--- src/rtl/serial_pkg.sv ---
// Shared types and constants for the serial frame receiver.
package serial_pkg;

    typedef enum logic [1:0] {
        IDLE   = 2'd0,
        DATA   = 2'd1,
        PARITY = 2'd2,
        STOP   = 2'd3
    } rx_state_t;

    localparam logic SERIAL_IDLE_LEVEL    = 1'b1;
    localparam int   SERIAL_WIDTH_DEFAULT = 8;

endpackage

--- src/rtl/rx_holding_reg.sv ---
// One-entry output buffer with valid/ready handshake, load/consume
// arbitration and overrun pulse generation.
module rx_holding_reg #(
    parameter int WIDTH = 8
) (
    input  logic             clk,
    input  logic             rst_n,
    input  logic             load_i,
    input  logic [WIDTH-1:0] load_data_i,
    input  logic             load_perr_i,
    input  logic             ready_i,
    output logic [WIDTH-1:0] data_o,
    output logic             valid_o,
    output logic             parity_err_o,
    output logic             overrun_o
);

    logic [WIDTH-1:0] data_q;
    logic             valid_q;
    logic             perr_q;
    logic             overrun_q;
    logic             can_accept;

    // A held word being consumed on this edge frees the slot for a same-edge load.
    assign can_accept = !valid_q || ready_i;

    always_ff @(posedge clk or negedge rst_n) begin
        if (!rst_n) begin
            data_q    <= '0;
            valid_q   <= 1'b0;
            perr_q    <= 1'b0;
            overrun_q <= 1'b0;
        end else begin
            overrun_q <= load_i && !can_accept;
            if (load_i && can_accept) begin
                data_q  <= load_data_i;
                perr_q  <= load_perr_i;
                valid_q <= 1'b1;
            end else if (valid_q && ready_i) begin
                valid_q <= 1'b0;
            end
        end
    end

    assign data_o       = data_q;
    assign valid_o      = valid_q;
    assign parity_err_o = perr_q;
    assign overrun_o    = overrun_q;

endmodule

--- src/rtl/serial_frame_receiver.sv ---
// Start-bit detection, LSB-first data shifting, optional even parity and
// stop-bit checking; good words are handed to a one-entry holding register.
module serial_frame_receiver
    import serial_pkg::*;
#(
    parameter int   WIDTH     = SERIAL_WIDTH_DEFAULT,
    parameter logic PARITY_EN = 1'b1
) (
    input  logic             clk,
    input  logic             rst_n,
    input  logic             din,
    input  logic             bit_en,
    output logic [WIDTH-1:0] data_out,
    output logic             valid,
    input  logic             ready,
    output logic             parity_err,
    output logic             frame_err,
    output logic             overrun
);

    localparam int CNT_W = $clog2(WIDTH + 1);
    localparam logic [CNT_W-1:0] LAST_BIT = CNT_W'(WIDTH - 1);

    rx_state_t        state_q;
    logic [CNT_W-1:0] bit_cnt_q;
    logic [WIDTH-1:0] shreg_q;
    logic [WIDTH-1:0] shreg_d;
    logic             par_bad_q;
    logic             frame_err_q;
    logic             stop_good;
    logic             load_perr;

    // Written as shift-then-insert so a one-bit word needs no special case.
    always_comb begin
        shreg_d            = shreg_q >> 1;
        shreg_d[WIDTH-1]   = din;
    end

    assign stop_good = (state_q == STOP) && bit_en && din;
    assign load_perr = PARITY_EN ? par_bad_q : 1'b0;

    always_ff @(posedge clk or negedge rst_n) begin
        if (!rst_n) begin
            state_q     <= IDLE;
            bit_cnt_q   <= '0;
            shreg_q     <= '0;
            par_bad_q   <= 1'b0;
            frame_err_q <= 1'b0;
        end else begin
            frame_err_q <= 1'b0;
            if (bit_en) begin
                case (state_q)
                    IDLE: begin
                        if (din != SERIAL_IDLE_LEVEL) begin
                            state_q   <= DATA;
                            bit_cnt_q <= '0;
                        end
                    end
                    DATA: begin
                        shreg_q   <= shreg_d;
                        bit_cnt_q <= bit_cnt_q + CNT_W'(1);
                        if (bit_cnt_q == LAST_BIT) begin
                            state_q <= PARITY_EN ? PARITY : STOP;
                        end
                    end
                    PARITY: begin
                        par_bad_q <= (^shreg_q) ^ din;
                        state_q   <= STOP;
                    end
                    STOP: begin
                        state_q <= IDLE;
                        if (!din) begin
                            frame_err_q <= 1'b1;
                        end
                    end
                    default: state_q <= IDLE;
                endcase
            end
        end
    end

    assign frame_err = frame_err_q;

    rx_holding_reg #(
        .WIDTH(WIDTH)
    ) u_holding (
        .clk          (clk),
        .rst_n        (rst_n),
        .load_i       (stop_good),
        .load_data_i  (shreg_q),
        .load_perr_i  (load_perr),
        .ready_i      (ready),
        .data_o       (data_out),
        .valid_o      (valid),
        .parity_err_o (parity_err),
        .overrun_o    (overrun)
    );

endmodule

--- config.mk ---
export PLATFORM = sky130hd
export DESIGN_NAME = serial_frame_receiver
export DESIGN_NICKNAME = d
export VERILOG_FILES = /design/src/rtl/serial_pkg.sv /design/src/rtl/rx_holding_reg.sv /design/src/rtl/serial_frame_receiver.sv
export SDC_FILE = /design/constraint.sdc
export NUM_CORES = 1
export LEC_CHECK = 0
export ABC_AREA = 1
export CORE_MARGIN = 5
export CORE_UTILIZATION = 60
export CTS_BUF_LIST = sky130_fd_sc_hd__clkbuf_4 sky130_fd_sc_hd__clkbuf_8
export DETAILED_ROUTE_END_ITERATION = 8
export PLACE_DENSITY = 0.84
export SYNTH_ARGS = -nofsm -noshare
export SYNTH_HDL_FRONTEND = slang
export SYNTH_SLANG_ARGS = --single-unit
--- constraint.sdc ---
create_clock -name clk -period 3.8 [get_ports clk]
set_input_delay 0.76 -clock clk [delete_from_list [all_inputs] [get_ports clk]]
set_output_delay 0.76 -clock clk [all_outputs]
set_load 0.03 [all_outputs]
==> results.yml <==
logic_synthesis:
  yosys_most_used_dff: "dfrtp_1"
  synth_nets: 158
  synthCells: 147
  syn_area_um2: 1270
  synthTopCellsByCount: "nand2_1, dfrtp_1, inv_1, o21ai_0, nand3_1"
  synth_warnings: 0
  seq_area_frac_synth_pct: 53.0
  synth_largest_area_cell: "dfrtp_1"
  synth-seq-cells: 27
  yosysUniqueCellTypes: 21
  yosysMostFrequentCell: "nand2_1"
  synth_top_cell_area_share_pct: 53.0
  avgSynthCellArea_um2: 8.67
  ys_async_sr_fraction_pct: 100
  synth_edf_count: 0
  synth_area_leaders: "dfrtp_1, nand2_1, o21ai_0"
global_routing:
  antenna_found_initial: 0
  grt_pass1_vias: 946
  grt.met1_usage_pct: 20.4
  grt_pass1_wl_mm: 4.02
  gr-usage-met3_pct: 2.78
  grt_max_degree: 28
  grt_use_total_pct: 15.9
  grtUsageMet2_pct: 26.5
  globalRoute.busiestLayer: "met2"
  gr-total-overflow: 0
sta:
  slew_headroom_pct: 22.5
  maxSlewViolCount: 0
  rsz0062_at_grt: "false"
  min_period_over_period_pct: 56.0
  fin_worst_skew_ns: 0.000862
  finalHoldViolations: 0
  worst_pin_slew_ns: 1.16
  fin_crit_ns: 2.13
  max_freq_ghz: 0.470
  setup_tns_ns: 0
  finalSetupViolCount: 0
setup_path:
  worstPathCellList: "clkdlybuf4s50_1"
  path_class: "reg2out"
  slowest_delay_ns: 0.67
  arrival_ns: 1.37
  worst_setup_path_start_kind: "register"
  critPathTopFamily: "buffers and inverters"
  cp.required_ns: 3.04
  critPathMaxFanout: 2
  reg2reg_slack_ns: 2.22
  crit_buf_inv: 1
  cp-end-kind: "output port"
  slowest_stage: "clkdlybuf4s50_1"
route:
  drc: 0
  via_count: 1015
  final_antenna_net_count: 0
  viasPerCell: 5.29
  drtPass1Iterations: 4
  routed_wl_mm: 2.27
  initialDrtViolationCount: 45
  wire_per_inst_um: 11.8
clock_tree:
  cts_buffers: 3
  ctsHoldBuffers: 0
  cts.sinks: 27
  ctsLongestPathBuffers: 2
  clk_pin_slew_worst_paths_ns: 0.13
  tritoncts: "yes"
  clock_latency_ns: 0.32
  cts-root-buf: "clkbuf_4"
  cts_setup_buffers: 0
  cts_max_level: 1
  cts-resized-gates: 0
cells_and_area:
  fill_cells: 151
  multi_input_area_um2: 509
  regArea_um2: 676
  drive_above_1_share_pct: 5.45
  diodes: 0
  syn2layout_area_growth_pct: 16.4
  finalNetCount: 177
  final_core_util_pct: 74.1
die:
  pin_count: 17
  die_x_um: 56.1
  die_area_um2: 3150
  core_area_um2: 2000
  start_util_pct: 63.7
  fp-row-count: 16
  fp.dieH_um: 56.1
pwr:
  p_per_area_nw_per_um2: 772
  p_leak_nw: 0.745
  peakVddDrop_uv: 449
job:
  maxCapViolations: 0
place:
  port_buffers: 16
  gp_congestion: 0.748
  hpwl_mm: 1.68
worst_hold_path:
  hp-class: "reg2reg"
outcome:
  status: "completed"
## stage by stage
stage	hold slack [ns]	instances	setup slack (ns)	power, mW	cell area, um2
2_1_floorplan	0.445	147	2.31	0.847	1270
3_3_place_gp	0.464	188	1.59	0.996	1450
3_5_place_dp	0.478	188	1.57	1.02	1450
4_1_cts	0.511	192	1.66	1.15	1480
5_1_grt	0.536	192	1.61	1.25	1480
6_report	0.506	192	1.67	1.15	1480
## area by class of cell
type,count,share of cell area (%)
Tap cell,27,2.28
Timing Repair Buffer,16,10.8
Sequential cell,27,45.5
Multi-Input combinational cell,98,34.3
Clock buffer,4,2.02
Inverter,20,5.06
## path summary, 6_finish.rpt
check | from | endpoint | cells past startpoint
hold / removal | u_holding.data_o[1] | u_holding.data_o[1] | 2
setup / recovery | u_holding.data_o[3] | data_out[3] | 1
setup reg to reg | state_q[1] | state_q[0] | 6
max in group asynchronous | rst_n | u_holding.data_o[4] | 1
hold reg to reg | u_holding.data_o[1] | u_holding.data_o[1] | 2
min in group asynchronous | rst_n | bit_cnt_q[2] | 1
## state kept, by name (all words and copies together) (netlist names)
signal                  cells
bit_cnt_q                   4
u_holding.parity_err_o      1
shreg_q                     8
u_holding.valid_o           1
frame_err                   1
state_q                     2
u_holding.data_o            8
load_perr                   1
u_holding.overrun_o         1
## metal layers
| layer | up-vias | wire [um] |
|---|---|---|
| li1 | 508 | - |
| met1 | 466 | 1030 |
| met2 | 34 | 1040 |
| met3 | 7 | 154 |
| met4 | 0 | 40 |
| met5 | - | 0 |
## placed cells by master, fill, tap and decap left out, drive strengths merged
cell type and instances:
nor4 1, o2bb2ai 1, dfrtp 27, a21oi 3
o21ai 18, xor2 1, xnor2 1, nand3 7
ha 6, nand4 1, inv 20, clkbuf 4
o31ai 2, clkdlybuf4s50 16, nand2 47, mux2 1
nor3 2, nor2 7
## power breakdown
| group | total [mW] | internal (mW) | leakage (nW) | switching [mW] |
|---|---|---|---|---|
| clock | 0.126 | 0.0482 | 0.0184 | 0.0782 |
| sequential | 0.473 | 0.393 | 0.356 | 0.0796 |
| combinational | 0.547 | 0.208 | 0.371 | 0.339 |
| total | 1.15 | 0.649 | 0.745 | 0.497 |
## kinds of logic after synthesis
family          Yosys count  synth area share (%)
xor+xnor                  2                  1.37
simple gates             65                  21.1
mux                       1                 0.883
fa+ha+maj                 6                  5.89
compound gates           24                  10.7
buf+inv                  22                  7.07
flops                    27                  53.0
Power figures use the tool's default switching activity.
